$ cat src/rtl/sprite_pkg.sv
// Shared definitions for the bouncing-logo motion path.
//   - Screen and sprite geometry, corner-flash duration.
//   - motion_state_e: frame sequencer states.
//   - DIR_POS / DIR_NEG: per-axis direction encoding (1 = towards larger coordinate).
package sprite_pkg;

  localparam int unsigned DISPLAY_WIDTH  = 640;
  localparam int unsigned DISPLAY_HEIGHT = 480;
  localparam int unsigned LOGO_SIZE      = 128;
  localparam int unsigned FLASH_FRAMES   = 16;

  typedef enum logic [1:0] {
    WAIT_FRAME = 2'd0,
    STEP_X     = 2'd1,
    STEP_Y     = 2'd2,
    COMMIT     = 2'd3
  } motion_state_e;

  localparam logic DIR_POS = 1'b1;
  localparam logic DIR_NEG = 1'b0;

endpackage

$ cat src/rtl/logo_motion_ctrl_if.sv
// Bundle between the raster timing / control side and the logo motion sequencer.
//   vpos, pause, speed            : control side -> sequencer
//   logo_left, logo_top           : sprite origin for the pixel/ROM datapath
//   color_index                   : palette index
//   bounce, frame_tick            : one-cycle event pulses
//   corner_flash                  : corner highlight (constant 0 unless CORNER_FLASH_EN)
// Modports: master = driver of the controls / consumer of results, slave = sequencer.
interface logo_motion_ctrl_if;

  logic [9:0] vpos;
  logic       pause;
  logic [1:0] speed;
  logic [9:0] logo_left;
  logic [9:0] logo_top;
  logic [2:0] color_index;
  logic       bounce;
  logic       frame_tick;
  logic       corner_flash;

  modport master (
    output vpos, pause, speed,
    input  logo_left, logo_top, color_index, bounce, frame_tick, corner_flash
  );

  modport slave (
    input  vpos, pause, speed,
    output logo_left, logo_top, color_index, bounce, frame_tick, corner_flash
  );

endinterface

$ cat src/rtl/axis_stepper.sv
// Combinational single-axis step with edge reflection.
//   pos      : current origin on this axis
//   dir      : DIR_POS moves towards max_pos, DIR_NEG towards 0
//   step     : pixels to move (1..4)
//   max_pos  : largest legal origin (screen dimension minus sprite size)
//   pos_next : new origin, clamped to [0, max_pos]
//   dir_next : new direction, flipped on an edge hit
//   hit      : edge reached this step
module axis_stepper
  import sprite_pkg::*;
(
  input  logic [9:0] pos,
  input  logic       dir,
  input  logic [2:0] step,
  input  logic [9:0] max_pos,
  output logic [9:0] pos_next,
  output logic       dir_next,
  output logic       hit
);

  // One spare bit so the compare never sees a wrapped sum.
  logic signed [10:0] pos_s;
  logic signed [10:0] step_s;
  logic signed [10:0] max_s;

  assign pos_s  = $signed({1'b0, pos});
  assign step_s = $signed({8'b0, step});
  assign max_s  = $signed({1'b0, max_pos});

  always_comb begin
    pos_next = pos;
    dir_next = dir;
    hit      = 1'b0;
    if (dir == DIR_POS) begin
      if ((pos_s + step_s) >= max_s) begin
        pos_next = max_pos;
        dir_next = DIR_NEG;
        hit      = 1'b1;
      end else begin
        pos_next = pos + {7'b0, step};
      end
    end else begin
      if (pos_s <= step_s) begin
        pos_next = '0;
        dir_next = DIR_POS;
        hit      = 1'b1;
      end else begin
        pos_next = pos - {7'b0, step};
      end
    end
  end

endmodule

$ cat src/rtl/logo_motion_ctrl.sv
// Per-frame motion sequencer for the bouncing-logo sprite.
// Detects the first blanking line from vpos, then steps X and Y through one shared
// axis_stepper and commits both axes at once so the datapath never sees a half move.
// Ports:
//   clk    : pixel clock
//   rst_n  : asynchronous active-low reset
//   bus    : logo_motion_ctrl_if.slave (vpos/pause/speed in; logo_left, logo_top,
//            color_index, bounce, frame_tick, corner_flash out)
// Build option: define CORNER_FLASH_EN to enable the corner_flash frame counter;
// otherwise corner_flash is tied low.
module logo_motion_ctrl
  import sprite_pkg::*;
#(
  parameter int unsigned INIT_X    = 200,
  parameter int unsigned INIT_Y    = 200,
  parameter int unsigned V_TRIGGER = 480
) (
  input  logic                clk,
  input  logic                rst_n,
  logo_motion_ctrl_if.slave   bus
);

  localparam logic [9:0] MAX_X  = 10'(DISPLAY_WIDTH - LOGO_SIZE);
  localparam logic [9:0] MAX_Y  = 10'(DISPLAY_HEIGHT - LOGO_SIZE);
  localparam logic [9:0] TRIG_V = 10'(V_TRIGGER);

  motion_state_e state_q;
  logic [9:0]    prev_vpos_q;
  logic          frame_tick_q;
  logic          bounce_q;
  logic [9:0]    left_q, top_q;
  logic          dir_x_q, dir_y_q;
  logic [2:0]    color_q;
  logic [2:0]    step_q;
  logic [9:0]    nx_q, ny_q;
  logic          ndx_q, ndy_q;
  logic          bx_q, by_q;

  logic          tick;
  logic [9:0]    st_pos, st_max, st_pos_next;
  logic          st_dir, st_dir_next, st_hit;
  logic [2:0]    st_step;

  // Rising into the trigger line; reset value of prev_vpos_q suppresses a tick at release.
  assign tick = (bus.vpos == TRIG_V) && (prev_vpos_q != TRIG_V);

  // Stepper operand mux: X in STEP_X (with the live speed), Y otherwise from step_q.
  always_comb begin
    st_pos  = left_q;
    st_dir  = dir_x_q;
    st_step = {1'b0, bus.speed} + 3'd1;
    st_max  = MAX_X;
    if (state_q == STEP_Y) begin
      st_pos  = top_q;
      st_dir  = dir_y_q;
      st_step = step_q;
      st_max  = MAX_Y;
    end
  end

  axis_stepper u_stepper (
    .pos      (st_pos),
    .dir      (st_dir),
    .step     (st_step),
    .max_pos  (st_max),
    .pos_next (st_pos_next),
    .dir_next (st_dir_next),
    .hit      (st_hit)
  );

  always_ff @(posedge clk or negedge rst_n) begin
    if (!rst_n) begin
      state_q      <= WAIT_FRAME;
      prev_vpos_q  <= TRIG_V;
      frame_tick_q <= 1'b0;
      bounce_q     <= 1'b0;
      left_q       <= 10'(INIT_X);
      top_q        <= 10'(INIT_Y);
      dir_x_q      <= DIR_POS;
      dir_y_q      <= DIR_NEG;
      color_q      <= 3'd0;
      step_q       <= 3'd1;
      nx_q         <= '0;
      ny_q         <= '0;
      ndx_q        <= DIR_POS;
      ndy_q        <= DIR_NEG;
      bx_q         <= 1'b0;
      by_q         <= 1'b0;
    end else begin
      prev_vpos_q  <= bus.vpos;
      frame_tick_q <= tick;
      bounce_q     <= 1'b0;
      unique case (state_q)
        WAIT_FRAME: begin
          if (tick && !bus.pause) begin
            state_q <= STEP_X;
          end
        end
        STEP_X: begin
          step_q  <= st_step;
          nx_q    <= st_pos_next;
          ndx_q   <= st_dir_next;
          bx_q    <= st_hit;
          state_q <= STEP_Y;
        end
        STEP_Y: begin
          ny_q    <= st_pos_next;
          ndy_q   <= st_dir_next;
          by_q    <= st_hit;
          state_q <= COMMIT;
        end
        COMMIT: begin
          left_q  <= nx_q;
          top_q   <= ny_q;
          dir_x_q <= ndx_q;
          dir_y_q <= ndy_q;
          // A corner counts as a single bounce.
          if (bx_q || by_q) begin
            color_q  <= color_q + 3'd1;
            bounce_q <= 1'b1;
          end
          state_q <= WAIT_FRAME;
        end
        default: state_q <= WAIT_FRAME;
      endcase
    end
  end

  assign bus.logo_left   = left_q;
  assign bus.logo_top    = top_q;
  assign bus.color_index = color_q;
  assign bus.bounce      = bounce_q;
  assign bus.frame_tick  = frame_tick_q;

`ifdef CORNER_FLASH_EN
  logic [4:0] flash_cnt_q;

  // Counts frames (paused or not) after the latest corner commit.
  always_ff @(posedge clk or negedge rst_n) begin
    if (!rst_n) begin
      flash_cnt_q <= 5'd0;
    end else if ((state_q == COMMIT) && bx_q && by_q) begin
      flash_cnt_q <= 5'(FLASH_FRAMES);
    end else if (frame_tick_q && (flash_cnt_q != 5'd0)) begin
      flash_cnt_q <= flash_cnt_q - 5'd1;
    end
  end

  assign bus.corner_flash = (flash_cnt_q != 5'd0);
`else
  assign bus.corner_flash = 1'b0;
`endif

endmodule

$ cat src/flat_wrapper.sv
// flat-port wrapper written by rule: the top's interface ports become plain ports
module logo_motion_ctrl_flat import sprite_pkg::*;
#(
  parameter int unsigned INIT_X    = 200,
  parameter int unsigned INIT_Y    = 200,
  parameter int unsigned V_TRIGGER = 480
)
  (clk, rst_n, bus_vpos, bus_pause, bus_speed, bus_logo_left, bus_logo_top, bus_color_index, bus_bounce, bus_frame_tick, bus_corner_flash);
  logo_motion_ctrl_if bus_i ();
  input  logic clk;
  input  logic rst_n;
  input wire logic [$bits(bus_i.vpos)-1:0] bus_vpos;
  input wire logic [$bits(bus_i.pause)-1:0] bus_pause;
  input wire logic [$bits(bus_i.speed)-1:0] bus_speed;
  output wire logic [$bits(bus_i.logo_left)-1:0] bus_logo_left;
  output wire logic [$bits(bus_i.logo_top)-1:0] bus_logo_top;
  output wire logic [$bits(bus_i.color_index)-1:0] bus_color_index;
  output wire logic [$bits(bus_i.bounce)-1:0] bus_bounce;
  output wire logic [$bits(bus_i.frame_tick)-1:0] bus_frame_tick;
  output wire logic [$bits(bus_i.corner_flash)-1:0] bus_corner_flash;
  assign bus_i.vpos = bus_vpos;
  assign bus_i.pause = bus_pause;
  assign bus_i.speed = bus_speed;
  assign bus_logo_left = bus_i.logo_left;
  assign bus_logo_top = bus_i.logo_top;
  assign bus_color_index = bus_i.color_index;
  assign bus_bounce = bus_i.bounce;
  assign bus_frame_tick = bus_i.frame_tick;
  assign bus_corner_flash = bus_i.corner_flash;
  logo_motion_ctrl #(.INIT_X(INIT_X), .INIT_Y(INIT_Y), .V_TRIGGER(V_TRIGGER)) u_core (.clk(clk), .rst_n(rst_n), .bus(bus_i));
endmodule
$ cat config.mk
export PLATFORM = sky130hd
export DESIGN_NAME = logo_motion_ctrl_flat
export DESIGN_NICKNAME = d
export VERILOG_FILES = /design/src/rtl/sprite_pkg.sv /design/src/rtl/logo_motion_ctrl_if.sv /design/src/rtl/axis_stepper.sv /design/src/rtl/logo_motion_ctrl.sv /design/src/flat_wrapper.sv
export SDC_FILE = /design/constraint.sdc
export NUM_CORES = 1
export LEC_CHECK = 0
export CORE_ASPECT_RATIO = 1.75
export CORE_MARGIN = 4
export CORE_UTILIZATION = 51
export CTS_CLUSTER_SIZE = 20
export DETAILED_ROUTE_END_ITERATION = 8
export GPL_ROUTABILITY_DRIVEN = 0
export PLACE_DENSITY = 0.81
export SKIP_CTS_REPAIR_TIMING = 1
export SLEW_MARGIN = 20
export SYNTH_ARGS = -nofsm -noshare
export SYNTH_HDL_FRONTEND = slang
export SYNTH_SLANG_ARGS = --single-unit
$ cat constraint.sdc
create_clock -name clk -period 7.5 [get_ports clk]
set_clock_uncertainty 0.15 [all_clocks]
set_input_delay 1.5 -clock clk [delete_from_list [all_inputs] [get_ports clk]]
set_output_delay 1.5 -clock clk [all_outputs]
set_load 0.02 [all_outputs]
==> flow_summary_export.csv <==
group,metric,value,unit
status,status,"finished, final reports clean",
global_routing,grt-ovfl-total,0,
pwr,power.leakage,1.833,nW
routing,routedWlPerCell,18.01,um
timing,maxSlewHeadroom,34.13,%
synthesis,synth_edf_count,0,
die,dieArea,8616,um2
timing,hold_viol,0,
hold_path,min_from,"u_core.ndx_q",
timing,tns,0,ps
synthesis,synth_warnings,0,
place,dp_hpwl,5803,um
run,maxCapViolations,0,
setup_path,worst-r2r-setup-slack,1910,ps
routing,highest_layer,"met4",
cells_and_area,area_growth,22.79,%
clock_network,clk_pin_slew,50,ps
setup_path,reg2regPathDepth,17,
routing,met1_length,3046,um
synthesis,syn_avg_cell_area,10.91,um2
timing,rsz0062_at_grt,"no",
pwr,ir_worst_vdd,0.3364,mV
routing,vias_per_cell,5.887,
synthesis,synthDistinctLibCells,62,
cells_and_area,diodes,0,
clock_network,cts_max_path_buffers,2,
global_routing,grt_pass1_wl,13840,um
setup_path,timing.rr.start,"u_core.state_q[0]",
global_routing,grt_max_degree,67,
die,fp-row-count,40,
die,die_x,71.91,um
synthesis,ys.flop_type,"dfrtp_1",
die,die_y,119.8,um
setup_path,crit_fanout,12,
routing,dr_total_vias,2714,
global_routing,antenna_found_initial,0,
synthesis,synthesis.nets,368,
cells_and_area,fill_cells,534,
synthesis,syn-instance-count,334,
synthesis,synthesis.area,3645,um2
setup_path,path_cells,"clkdlybuf4s50_1 -> o21ai_0 -> ha_1 -> inv_1 -> fa_1 -> o21ba_2 -> a211oi_2 -> xnor2_1 -> ha_1 -> a21oi_1 -> o211ai_4 -> a221oi_2 -> nor2_1 -> o2111a_1 -> a211oi_1",
hold_path,hp-class,"reg -> reg",
cells_and_area,fin_util,64.80,%
pwr,fin_total_pwr,0.002525,W
global_routing,grt_pass1_vias,2922,
routing,met3_length,401,um
timing,max_clock_freq,173.3,MHz
timing,tightest_slew,975.2,ps
setup_path,crit_buf_inv,2,
cells_and_area,nNetsFinal,406,
die,core_area,6907,um2
synthesis,ys_async_sr_fraction,100.0,%
setup_path,crit_family,"compound AO/OA/AOI/OAI gates",
setup_path,worstSetupStartpointType,"input port",
timing,layout_setup_ws,1730,ps
clock_network,numCtsBuffers,9,
pwr,p_per_area,564.1,nW/um2
synthesis,yosysSeqAreaShare,45.76,%
cells_and_area,multi_input_area,1844,um2
hold_path,whs_path_depth,2,
clock_network,tritoncts,"yes",
hold_path,min_to,"u_core.ndx_q",
setup_path,worstPathArrival,5850,ps
setup_path,endpoint_kind,"flop",
setup_path,cp.required,7580,ps
synthesis,synth-seq-cells,66,
global_routing,grtUsageTotal,21.09,%
cells_and_area,layout-drive-gt1-share,21.22,%
routing,drc,0,
clock_network,clockRootBuffer,"clkbuf_16",
timing,slew_violations,0,
routing,drt_iter0_markers,132,
clock_network,cts_max_level,3,
setup_path,critical_path.max_stage_delay,670,ps
timing,timing.hold.ws,331.1,ps
place,portBuffers,39,
timing,finalCritPeriodShare,76.93,%
routing,antenna_left,0,
die,start_util,52.77,%
routing,drtPass1Iterations,4,
routing,wl_met2,4448,um
place,pre_cts_ws,1505,ps
setup_path,crit_type,"in -> reg",
routing,routed_wl,8304,um
setup_path,reg2reg_to,"u_core.ny_q[2]",
die,io_pins,41,
timing,setup_viol,0,
timing,fin_crit,5770,ps
setup_path,path_common_cell,"ha_1",
cells_and_area,regArea,1668,um2
setup_path,cpMaxStageDelayCell,"a221oi_2",
clock_network,clk_latency,340,ps
clock_network,cts_sinks,66,
-- kinds of logic after synthesis --
| group | synth area share, % |
|---|---|
| buf+inv | 3.639 |
| other cells | 0.1029 |
| mux | 14.04 |
| flops | 45.76 |
| simple gates | 11.23 |
| xor+xnor | 3.124 |
| fa+ha+maj | 6.934 |
| compound gates | 15.17 |
-- routing by layer --
| layer | up-vias | global-route usage, % |
|---|---|---|
| met4 | 0 | 14.47 |
| li1 | 1277 | - |
| met5 | - | 0 |
| met3 | 37 | 5.281 |
| met1 | 1313 | 21.71 |
| met2 | 87 | 36.41 |
-- placed cells by master (no fill, tap or decap), drive strengths merged, types with 9 or more instances in the layout --
cell,count
mux2i,9
clkbuf,12
nand2,16
inv,15
clkdlybuf4s50,38
ha,17
a21oi,20
nor2,30
mux2,36
dfrtp,53
dfstp,13
o21ai,16
-- registers in the layout, summed over array words and instances (netlist names) --
register,flops
u_core.ndy_q,1
u_core.bus.color_index,3
u_core.ny_q,10
u_core.dir_x_q,1
u_core.step_q,3
u_core.prev_vpos_q,10
u_core.by_q,1
u_core.bus.logo_top,10
u_core.bus.frame_tick,1
u_core.nx_q,10
u_core.state_q,2
u_core.bus.bounce,1
u_core.dir_y_q,1
u_core.ndx_q,1
u_core.bus.logo_left,10
u_core.bx_q,1
-- report_power, final --
part,total [W],switching [W],internal (W)
clock,0.000536,0.000151,0.000385
combinational,0.00135,0.000763,0.000590
sequential,0.000635,0.000114,0.000522
total,0.00252,0.00103,0.00150
-- final cells by class --
class	instances	share of cell area [%]
Tap cell	84	2.348
Clock inverter	4	2.684
Clock buffer	12	5.955
Inverter	15	1.258
Sequential cell	66	37.27
Multi-Input combinational cell	237	41.21
Timing Repair Buffer	43	9.282
-- stage by stage --
stage | cell area (um2) | std cells
after floorplan | 3645 | 334
after global placement | 4089 | 445
after detailed placement | 4089 | 445
after CTS | 4476 | 461
after global routing | 4476 | 461
final | 4476 | 461
-- worst max-delay path by stage --
stage / start / end / slack, ps / cells past startpoint
after floorplan: bus_speed[0] / u_core.nx_q[2] / 2650 / 17
after global placement: bus_speed[0] / u_core.bx_q / 1550 / 15
after detailed placement: bus_speed[0] / u_core.by_q / 1500 / 16
after CTS: bus_speed[0] / u_core.ny_q[2] / 1790 / 15
after global routing: bus_speed[0] / u_core.nx_q[2] / 1360 / 17
final: bus_speed[0] / u_core.ny_q[2] / 1730 / 15
-- cells in the mapped netlist, types with 2 or more instances --
cell type,count,area (um2)
nor2_1,30,112.6
nor2b_1,5,31.28
nand2_1,16,60.06
xnor2_1,7,61.31
or2_2,2,12.51
o2111a_1,2,22.52
a22oi_1,3,22.52
inv_1,15,56.30
fa_1,2,40.04
mux2i_1,7,70.07
o21a_1,4,30.03
or4_1,2,15.01
ha_1,17,212.7
a31oi_1,2,12.51
nand3_1,6,30.03
nor3_1,4,20.02
a211oi_1,3,22.52
nand2b_1,4,25.02
buf_4,3,22.52
o21ai_1,2,10.01
nand4b_1,3,26.28
dfstp_2,13,341.6
nor4_1,2,12.51
a21oi_1,20,100.1
xor2_1,6,52.55
nand3b_1,2,15.01
o21bai_1,3,22.52
mux2_2,35,394.1
buf_2,4,20.02
o22ai_1,4,25.02
a32o_1,2,20.02
o21ai_0,14,70.07
dfrtp_1,53,1326
clkbuf_1,9,33.78
-- tightest hold or removal path, cell delays in order (launching register included) --
cell and delay, ps:
dfstp_2 360, inv_1 40, o21ai_0 70
Power figures use the tool's default switching activity.
